==> src/rtl/dram_wr_pkg.sv <==
// Shared types and helpers for the single-clock DRAM write packer.
package dram_wr_pkg;

  typedef enum logic [2:0] {
    ST_IDLE,
    ST_FILL,
    ST_DRAIN,
    ST_WAIT_PEND,
    ST_DONE
  } wr_state_e;

  localparam int DEF_DATA_IN_WIDTH = 16;
  localparam int DEF_OUTPUT_WIDTH  = 32;
  localparam int DEF_FIFO_DEPTH    = 16;
  localparam int DEF_R             = DEF_OUTPUT_WIDTH / DEF_DATA_IN_WIDTH;
  localparam int DEF_R_LOG2        = $clog2(DEF_R);
  localparam int DEF_FIFO_LOG2     = $clog2(DEF_FIFO_DEPTH);

  // Cycles spent in WAIT_PEND before dram_wr_pending is trusted.
  localparam int GUARD_CYCLES = 2;

  function automatic logic [31:0] ceil_div(input logic [31:0] num, input logic [31:0] den);
    return (num + den - 32'd1) / den;
  endfunction

endpackage

==> src/rtl/dram_wr_sync_fifo.sv <==
// Single-clock first-word-fall-through FIFO with synchronous flush.
module dram_wr_sync_fifo #(
  parameter int WIDTH = 35,
  parameter int DEPTH = 16
) (
  input  logic             clk,
  input  logic             rst_n,
  input  logic             flush,
  input  logic             push,
  input  logic [WIDTH-1:0] wdata,
  input  logic             pop,
  output logic [WIDTH-1:0] rdata,
  output logic             full,
  output logic             empty
);
  localparam int PTR_W = $clog2(DEPTH);

  logic [WIDTH-1:0] mem_q [DEPTH];
  logic [PTR_W-1:0] wr_ptr_q, rd_ptr_q;
  logic [PTR_W:0]   cnt_q;
  logic             do_wr, do_rd;

  assign full  = cnt_q == (PTR_W+1)'(DEPTH);
  assign empty = cnt_q == '0;
  assign rdata = mem_q[rd_ptr_q];
  assign do_wr = push & ~full;
  assign do_rd = pop & ~empty;

  always_ff @(posedge clk) begin
    if (do_wr) mem_q[wr_ptr_q] <= wdata;
  end

  always_ff @(posedge clk) begin
    if (!rst_n || flush) begin
      wr_ptr_q <= '0;
      rd_ptr_q <= '0;
      cnt_q    <= '0;
    end else begin
      if (do_wr) wr_ptr_q <= wr_ptr_q + PTR_W'(1);
      if (do_rd) rd_ptr_q <= rd_ptr_q + PTR_W'(1);
      case ({do_wr, do_rd})
        2'b10:   cnt_q <= cnt_q + (PTR_W+1)'(1);
        2'b01:   cnt_q <= cnt_q - (PTR_W+1)'(1);
        default: cnt_q <= cnt_q;
      endcase
    end
  end
endmodule

==> src/rtl/dram_wr_packer.sv <==
// Packs narrow elements R-per-word, buffers them and issues sequential DRAM writes.
module dram_wr_packer import dram_wr_pkg::*; #(
  parameter int ADDR_WIDTH    = 15,
  parameter int SIZE_WIDTH    = 17,
  parameter int DATA_IN_WIDTH = DEF_DATA_IN_WIDTH,
  parameter int OUTPUT_WIDTH  = DEF_OUTPUT_WIDTH,
  parameter int FIFO_DEPTH    = DEF_FIFO_DEPTH,
  parameter int LANE_REVERSE  = 1,
  localparam int R            = OUTPUT_WIDTH / DATA_IN_WIDTH
) (
  input  logic                     clk,
  input  logic                     rst_n,
  input  logic                     go,
  input  logic                     abort,
  input  logic [ADDR_WIDTH-1:0]    start_addr,
  input  logic [SIZE_WIDTH-1:0]    size,
  input  logic                     wr_en,
  input  logic [DATA_IN_WIDTH-1:0] data,
  output logic                     ready,
  output logic                     busy,
  output logic                     done,
  input  logic                     dram_ready,
  output logic                     dram_wr_en,
  output logic [ADDR_WIDTH-1:0]    dram_wr_addr,
  output logic [OUTPUT_WIDTH-1:0]  dram_wr_data,
  output logic [R-1:0]             dram_wr_mask,
  input  logic                     dram_wr_pending
);
  localparam int LANE_W = (R > 1) ? $clog2(R) : 1;
  localparam int FW     = OUTPUT_WIDTH + R + 1;

  wr_state_e               state_q, state_d;
  logic [SIZE_WIDTH-1:0]   size_q, size_d, in_cnt_q, in_cnt_d;
  logic [SIZE_WIDTH:0]     n_words_q, n_words_d;
  logic [ADDR_WIDTH-1:0]   base_q, base_d, word_idx_q, word_idx_d;
  logic [OUTPUT_WIDTH-1:0] pack_q, pack_d, word_ins;
  logic [R-1:0]            pmask_q, pmask_d, mask_ins;
  logic [1:0]              guard_q, guard_d;
  logic [LANE_W-1:0]       lane;
  logic                    accept, tail, push, pop, last_pop, flush;
  logic                    fifo_full, fifo_empty;
  logic [FW-1:0]           head;

  assign lane   = LANE_W'(in_cnt_q & SIZE_WIDTH'(R - 1));
  assign accept = wr_en & ready;
  assign tail   = (in_cnt_q + SIZE_WIDTH'(1)) == size_q;
  assign push   = accept & ((int'(lane) == R - 1) | tail);
  assign pop    = dram_wr_en;
  assign last_pop = pop & head[FW-1];
  assign flush  = abort & (state_q != ST_IDLE);

  // Merge the incoming element into its lane; the result is either pushed or held.
  always_comb begin
    word_ins = pack_q;
    mask_ins = pmask_q;
    for (int i = 0; i < R; i++) begin
      if (int'(lane) == i) begin
        word_ins[((LANE_REVERSE != 0) ? (R - 1 - i) : i) * DATA_IN_WIDTH +: DATA_IN_WIDTH] = data;
        mask_ins[i] = 1'b1;
      end
    end
  end

  dram_wr_sync_fifo #(.WIDTH(FW), .DEPTH(FIFO_DEPTH)) u_fifo (
    .clk   (clk),
    .rst_n (rst_n),
    .flush (flush),
    .push  (push),
    .wdata ({tail, mask_ins, word_ins}),
    .pop   (pop),
    .rdata (head),
    .full  (fifo_full),
    .empty (fifo_empty)
  );

  assign ready        = (state_q == ST_FILL) & ~fifo_full & (in_cnt_q < size_q);
  assign busy         = state_q != ST_IDLE;
  assign done         = state_q == ST_DONE;
  assign dram_wr_en   = ~fifo_empty & dram_ready & ((state_q == ST_FILL) | (state_q == ST_DRAIN));
  assign dram_wr_addr = base_q + word_idx_q;
  assign dram_wr_data = fifo_empty ? '0 : head[OUTPUT_WIDTH-1:0];
  assign dram_wr_mask = fifo_empty ? '0 : head[OUTPUT_WIDTH +: R];

  // A zero-length burst passes through FILL once, so done lands two cycles after go.
  always_comb begin
    state_d = state_q;
    guard_d = '0;
    case (state_q)
      ST_IDLE:  if (go) state_d = ST_FILL;
      ST_FILL: begin
        if (n_words_q == '0)          state_d = ST_DONE;
        else if (last_pop)            state_d = ST_WAIT_PEND;
        else if (in_cnt_q == size_q)  state_d = ST_DRAIN;
      end
      ST_DRAIN: if (last_pop) state_d = ST_WAIT_PEND;
      ST_WAIT_PEND: begin
        if (guard_q != 2'(GUARD_CYCLES)) begin
          guard_d = guard_q + 2'd1;
        end else begin
          guard_d = guard_q;
          if (!dram_wr_pending) state_d = ST_DONE;
        end
      end
      ST_DONE:  state_d = ST_IDLE;
      default:  state_d = ST_IDLE;
    endcase
    if (flush) state_d = ST_IDLE;
  end

  always_comb begin
    size_d     = size_q;
    n_words_d  = n_words_q;
    base_d     = base_q;
    in_cnt_d   = in_cnt_q;
    word_idx_d = word_idx_q;
    pack_d     = pack_q;
    pmask_d    = pmask_q;
    if (state_q == ST_IDLE) begin
      if (go) begin
        size_d     = size;
        n_words_d  = (SIZE_WIDTH+1)'(ceil_div(32'(size), 32'(R)));
        base_d     = start_addr;
        in_cnt_d   = '0;
        word_idx_d = '0;
        pack_d     = '0;
        pmask_d    = '0;
      end
    end else if (flush) begin
      pack_d  = '0;
      pmask_d = '0;
    end else begin
      if (accept) begin
        in_cnt_d = in_cnt_q + SIZE_WIDTH'(1);
        pack_d   = push ? '0 : word_ins;
        pmask_d  = push ? '0 : mask_ins;
      end
      if (pop) word_idx_d = word_idx_q + ADDR_WIDTH'(1);
    end
  end

  always_ff @(posedge clk) begin
    if (!rst_n) begin
      state_q    <= ST_IDLE;
      size_q     <= '0;
      n_words_q  <= '0;
      base_q     <= '0;
      in_cnt_q   <= '0;
      word_idx_q <= '0;
      pack_q     <= '0;
      pmask_q    <= '0;
      guard_q    <= '0;
    end else begin
      state_q    <= state_d;
      size_q     <= size_d;
      n_words_q  <= n_words_d;
      base_q     <= base_d;
      in_cnt_q   <= in_cnt_d;
      word_idx_q <= word_idx_d;
      pack_q     <= pack_d;
      pmask_q    <= pmask_d;
      guard_q    <= guard_d;
    end
  end
endmodule

==> config.mk <==
export PLATFORM = sky130hd
export DESIGN_NAME = dram_wr_packer
export DESIGN_NICKNAME = d
export VERILOG_FILES = /design/src/rtl/dram_wr_pkg.sv /design/src/rtl/dram_wr_sync_fifo.sv /design/src/rtl/dram_wr_packer.sv
export SDC_FILE = /design/constraint.sdc
export NUM_CORES = 1
export LEC_CHECK = 0
export ABC_AREA = 0
export CAP_MARGIN = 20
export CORE_ASPECT_RATIO = 0.7
export CORE_MARGIN = 4
export CORE_UTILIZATION = 57
export DETAILED_ROUTE_END_ITERATION = 10
export PLACE_DENSITY = 0.81
export SYNTH_ARGS = -nofsm -noshare
export SYNTH_HDL_FRONTEND = slang
export SYNTH_SLANG_ARGS = --single-unit
==> constraint.sdc <==
create_clock -name clk -period 5.95 [get_ports clk]
set_clock_uncertainty 0.15 [all_clocks]
set_input_delay 0.8925 -clock clk [delete_from_list [all_inputs] [get_ports clk]]
set_output_delay 0.8925 -clock clk [all_outputs]
set_load 0.01 [all_outputs]
# Word-level counts from Yosys, hierarchy flattened
# Memory sizes are Yosys's and may differ from the RTL's. A register that Yosys moved wholly into a read port is not among the register bits.
# Cells that the tools add are included.
[word_totals] out_inout_bits=53 memories=1 rom_bits=0 wordCells=109 ff_bits=134 latchBits=0 inputBits=55 mem_bits_rw=560
[classes] n_lt_le_gt_ge=1 bitwise_logic=15 add_sub_neg=10 n_div=0 n_eq_ne=16 shift=0 n_mux=37 multipliers=0 reduce_logical=17
[mem_list] name="u_fifo.mem_q" depth=16 word_bits=35 rd=1 rd_ports_with_merged_regs=1 wr=1 line="dram_wr_sync_fifo.sv:18" rtl="logic [WIDTH-1:0] mem_q [DEPTH];"
[ops] op="$mux 32" count=6
[ops] op="$mux 17" count=4
[ops] op="$mux 15" count=4
[ops] op="$eq 17x17->1" count=2
[ops] op="$mux 16" count=2
[ops] op="$mux 3" count=7
[ops] op="$sub 18x1->19 const B" count=1
[ops] op="$add 17x2->18 const B" count=1
[ops] op="$logic_not 18->1" count=1
[ops] op="$add 17x1->17 const B" count=1
[ops] op="$lt 17x17->1" count=1
[ops] op="$add 15x1->15 const B" count=1
[ops] op="$add 15x15->15" count=1
[ops] op="$mux 2" count=6
[ops] op="$ne 2x2->1 const B" count=6
[ops] op="$pmux 3 s4" count=1
[ops] op="$and 1x1->1" count=10
[ops] op="$pmux 5 s2" count=1
[ops] op="$add 4x1->4 const B" count=2
[ops] op="$mux 4" count=2
[ops] op="$eq 3x2->1 const B" count=2
[ops] op="$reduce_and 2->1" count=3
[ops] op="$reduce_and 3->1" count=2
[ops] op="$reduce_bool 2->1" count=3
[ops] op="other kinds (19)" count=26

# Longest topological paths before layout
# Gate-level depths: netlist of the first run.
[logic_depth] ltp_word=10 mapped_depth=24 depth_no_buf=19

# Cells and area by module
# From an unflattened synthesis of the first run, not the netlist that was laid out.
[hier_totals] hier_cells=1832 area_unflattened_um2=29040.4
[by_module_without_submodules] module="dram_wr_sync_fifo" seq_area_each_um2=17156.5 n_inst=1 area_per_inst_um2=21908.5 cells_each=983
[by_module_without_submodules] module="dram_wr_packer" seq_area_each_um2=2402.3 n_inst=1 area_per_inst_um2=7131.8 cells_each=849

# Least setup slack after synthesis of the first run
# No wires, ideal clock.
[synth_timing] kind="flip-flop to flip-flop" startpoint="register in_cnt_q[0]" endpoint="register u_fifo.cnt_q[4]" path_slack_ns=1.211 arrival_ns=4.517 stages_incl_launch_ff=25 synth_period_minus_slack_ns=4.739 path_buffers=5 t_required_ns=5.728 path_cell_list="dfxtp_1 clkbuf_1 clkbuf_1 inv_1 ha_1 nor2b_1 o21a_1 o21ai_1 a211o_1 a31oi_1 or2_1 clkbuf_1 nor2_1 buf_2 inv_1 ha_1 clkbuf_1 xor2_1 ha_1 o21ai_0 a21oi_1 a21oi_1 xor2_1 or3_1 a21oi_1"
[synth_via] elab_chain_len=7
[synth_lines] item="start, declared" line="dram_wr_packer.sv:33" rtl="logic [SIZE_WIDTH-1:0] size_q, size_d, in_cnt_q, in_cnt_d;"
[synth_lines] item="start signal, assigned" line="dram_wr_packer.sv:157" rtl="in_cnt_q <= in_cnt_d;"
[synth_lines] item="$add 17x1->17 or $lt 17x17->1 (tied branches)" line="dram_wr_packer.sv:46, dram_wr_packer.sv:76"
[synth_lines] item="$eq 17x17->1 or $and 1x1->1 (tied branches)" line="dram_wr_packer.sv:46, dram_wr_packer.sv:76"
[synth_lines] item="$or 1x1->1 or $and 1x1->1 (tied branches)" line="dram_wr_packer.sv:47, dram_wr_packer.sv:45"
[synth_lines] item="$and 1x1->1 *" line="dram_wr_packer.sv:47" rtl="assign push = accept & ((int'(lane) == R - 1) | tail);"
[synth_lines] item="$and 1x1->1 *" line="dram_wr_sync_fifo.sv:26" rtl="assign do_wr = push & ~full;"
[synth_lines] item="$eq 2x1->1 or $eq 2x2->1 (tied branches)" line="dram_wr_sync_fifo.sv:41" rtl="case ({do_wr, do_rd})"
[synth_lines] item="$pmux 5 s2 or $reduce_bool 2->1 (tied branches)"
[synth_lines] item="end signal, assigned" line="dram_wr_sync_fifo.sv:42" rtl="2'b10: cnt_q <= cnt_q + (PTR_W+1)'(1);"
[synth_lines] item="end signal, assigned" line="dram_wr_sync_fifo.sv:43" rtl="2'b01: cnt_q <= cnt_q - (PTR_W+1)'(1);"
[synth_lines] item="end signal, assigned" line="dram_wr_sync_fifo.sv:44" rtl="default: cnt_q <= cnt_q;"
[synth_lines] item="end, declared" line="dram_wr_sync_fifo.sv:20" rtl="logic [PTR_W:0] cnt_q;"
# Mark *: on every way between the ends. The rest lies on a longest branch, timed or not.
# A chain may end at the register's enable or synchronous reset.

# Worst setup path in the final report of the first run
[layout_timing] startpoint="register in_cnt_q[1]" endpoint="register u_fifo.cnt_q[4]"
# Same word-level chain as after synthesis.

==> results.tsv, run 1 <==
stage	metric	value	unit
status	status	complete, no violations	
placed_design	port bufs	107	
flow_run	max-cap violations	0	
logic_synthesis	post-synthesis cell type count	68	
logic_synthesis	Mapped Cells	1733	
clock_network	TritonCTS clock tree	done	
clock_network	clock-pin transition on the worst setup and hold timing paths	0.07	ns
power_and_ir_drop	Sw Share	22.4	%
logic_synthesis	register area share after synthesis	67.4	%
logic_synthesis	mux cell area share after synthesis	15.0	%
placed_design	GPL Wtd Cong	0.889	
logic_synthesis	Syn Area/Cell	16.8	um2
floorplan	Die Span X	278	um
timing	Final TNS setup	0	ns
logic_synthesis	fraction of registers with async set/reset	0	%
clock_network	Hold-fix buffers, CTS	0	
power_and_ir_drop	Internal	7.96	mW
power_and_ir_drop	leakage power	11.3	nW
logic_synthesis	largest family of logic cells by synthesized area	multiplexers	
timing	post-route minimum period	5.18	ns
placed_design	placed wire-length estimate	39800	um
layout	Area growth, synth to finish	13.8	%
logic_synthesis	Netlist Area Pre-Place	29000	um2
logic_synthesis	synth top area cells	edfxtp_1 58%, mux4_2 14%, dfxtp_1 9.4%	
clock_network	clk sinks	697	
setup_path	R2R depth	18	
route	starting DRC count in detailed routing	2133	
layout	layout cells sized above 1	19.5	%
setup_path	critical path, cell by cell	ha_1 -> and3_1 -> nand3_1 -> o21ai_0 -> o21ai_1 -> nor4_4 -> a31oi_2 -> nor2_1 -> inv_1 -> ha_1 -> xor2_1 -> ha_1 -> o21ai_0 -> a21oi_1 -> a21oi_1 -> xor2_1 -> or3_1 -> a21oi_1	
layout	Non-Filler Instances	2567	
setup_path	Worst Path Buf+Inv	1	
min_path	WHS Path Cells	1	
logic_synthesis	Synth Area in Simple Gates	6.47	%
logic_synthesis	count leader, synth	edfxtp_1	
global_route	total grt overflow	0	
floorplan	IO Count	108	
setup_path	Worst setup EP type	register	
min_path	Hold WC Path Type	register to register	
logic_synthesis	area share of fa/ha/maj cells after synthesis	1.97	%
logic_synthesis	Synth Area in Compound Gates	5.34	%
timing	Final Slew Violations	0	
timing	slew margin rel.	20.9	%
logic_synthesis	Seq cells post-synth	697	
placed_design	DP Area	30900	um2
placed_design	Inst Count DP	2448	
setup_path	Worst path top cell family by delay	simple AND/OR/NAND/NOR gates	
timing	RSZ-0062 raised after global routing	no	
timing	endpoints failing setup	0	
logic_synthesis	ys flop type	edfxtp_1	
logic_synthesis	Yosys top cell area share	57.9	%
route	DRC violations left	0	
setup_path	WP data required	6.32	ns
timing	fin crit share	87.1	%
setup_path	Arr. time, crit path	5.55	ns
floorplan	Die Ht	197	um
route	drt wl/cell	27.1	um
route	final wirelength	69500	um
global_route	global-route wire length before repair	105000	um
power_and_ir_drop	Max VDD drop	0.201	mV
setup_path	worst r2r src	in_cnt_q[1]	
setup_path	crit-path max FO	17	
setup_path	slowest stage cell, crit path	nor2_1	
floorplan	total die area	54700	um2
layout	Final #Nets	1951	
logic_synthesis	Commonest cells post-synth	560 x edfxtp_1, 175 x mux4_2, 137 x dfxtp_1	
timing	Slew @ Worst Pin	1.19	ns
floorplan	Core ar.	49900	um2
clock_network	latest clock arrival within the worst-skew pair	0.59	ns
power_and_ir_drop	clock power share	41.1	%
layout	post-route design area	33000	um2
logic_synthesis	Synth Area in XOR/XNOR	1.96	%
timing	Max Fclk	193	MHz
logic_synthesis	number of synthesized flops with an enable pin	560	
setup_path	Crit path depth	18	
clock_network	Root Buffer	clkbuf_16	
clock_network	post-CTS setup buffers	0	
setup_path	critical path type	register to register	
floorplan	Rows	68	
logic_synthesis	YS warnings	0	
global_route	maximum number of pins on one net before global-route repair	64	
setup_path	R2R setup slack	0.77	ns
power_and_ir_drop	switching pwr	2.30	mW
global_route	antenna violations before repair	1	
floorplan	initial core utilization	58.2	%
global_route	All-Layer GR Usage	25.4	%
setup_path	Worst Setup SP	in_cnt_q[1]	
setup_path	max incr delay on CP	0.64	ns
power_and_ir_drop	PwrDens	311	nW/um2
layout	antenna diode instance count	0	
setup_path	critical path launch point type	register	
clock_network	Post-CTS Resized	0	
timing	Final Hold Viols	0	
logic_synthesis	Syn Nets	1833	
route	ANT nets after route	0	
clock_network	maximum clock insertion buffer count	3	
route	vias per inst	6.46	
clock_network	CTS Buf Count	66	
route	Via Count	16600	
power_and_ir_drop	Power Total	10.3	mW
setup_path	crit path to	u_fifo.cnt_q[4]	
global_route	vias in the first global route	16500	
power_and_ir_drop	Sequential Power Share	52.3	%
logic_synthesis	cell taking the most area after synthesis	edfxtp_1	
route	Pre-antenna DRT Iters	8	
power_and_ir_drop	Comb pwr share	6.6	%
setup_path	worst flop-to-flop path endpoint	u_fifo.cnt_q[4]	
clock_network	H-tree depth	3	
==> how the worst min path moves through the flow <==
stage,start,end
2_1_floorplan,pmask_q[0],pmask_q[0]
3_3_place_gp,pmask_q[0],pmask_q[0]
3_5_place_dp,pmask_q[1],pmask_q[1]
4_1_cts,pmask_q[1],pmask_q[1]
5_1_grt,pmask_q[1],pmask_q[1]
6_report,pmask_q[1],pmask_q[1]
==> layer usage <==
layer	track usage [%]	vias up	routed length (um)	share of wire, %
met5	0	-	0	0
met4	6.98	0	1790	2.6
met3	4.22	132	5920	8.5
met2	41.0	899	33600	48
met1	36.6	8467	28100	41
li1	-	7076	-	-
==> worst reg2reg max path: cells and delay by family, from the launching register on <==
family,cells,cell delay [ns]
AO/OA/AOI/OAI,7,1.14
flip-flops,1,0.46
AND/OR/NAND/NOR,5,2.05
buffers and inverters,1,0.15
XOR/XNOR,2,0.28
adder cells (fa/ha/maj),3,0.88
==> layout by cell type (no fill, tap or decap), types with 34 or more instances in the layout <==
cell type / instances
o21ai_0: 40
mux4_2: 175
clkbuf_16: 68
nand2_1: 109
dfxtp_1: 132
edfxtp_1: 560
inv_1: 39
ha_1: 44
nor2b_1: 44
clkdlybuf4s50_1: 107
nand3_1: 34
nor2_1: 61
==> stage by stage <==
step	utilization [%]	hold slack (ns)	worst slack, ns
floorplan	-	0.267	1.21
global placement	61.9	0.274	1.13
detailed placement	62.0	0.280	0.968
CTS	66.2	0.295	0.906
global route	66.2	0.316	0.302
finish	66.2	0.296	0.770
==> sequential cells by signal, summed over array words and instances (netlist names), 3 cells and up, named ones only <==
register         count
base_q              15
in_cnt_q            17
n_words_q           17
pack_q              32
size_q              17
state_q              3
u_fifo.cnt_q         5
u_fifo.mem_q       560
u_fifo.rd_ptr_q      4
u_fifo.wr_ptr_q      4
word_idx_q          15
==> area by class of cell <==
cell class / count / area (um2)
flip-flops and latches: 697 / 19600
fillers: 3251 / 16800
multi-input cells: 906 / 8970
clock buffers: 84 / 1770
repair buffers: 140 / 1360
well taps: 665 / 832
clock inverters: 35 / 365
inverters: 40 / 150
==> power by group through the flow <==
stage               clock [mW]  sequential (mW)  combinational (mW)
floorplan                    0             5.44               0.439
global placement             0             5.47               0.644
detailed placement           0             5.47               0.664
CTS                       4.25             5.37               0.669
global route              4.45             5.37               0.740
finish                    4.22             5.37               0.675
==> cell families (layout without fill, tap and decap cells) <==
kind of cell | count (synthesis) | after routing
buf+inv | 130 | 299
xor+xnor | 65 | 65
compound gates | 217 | 217
mux | 213 | 213
simple gates | 366 | 366
flops | 697 | 697
fa+ha+maj | 45 | 45
Power figures use the tool's default switching activity.
==> run 2: changes to the inputs <==
Settings changed: SETUP_SLACK_MARGIN set to 0.2.
==> results of run 2 <==
Final layout, timing and power as in run 1 (identical DEF).
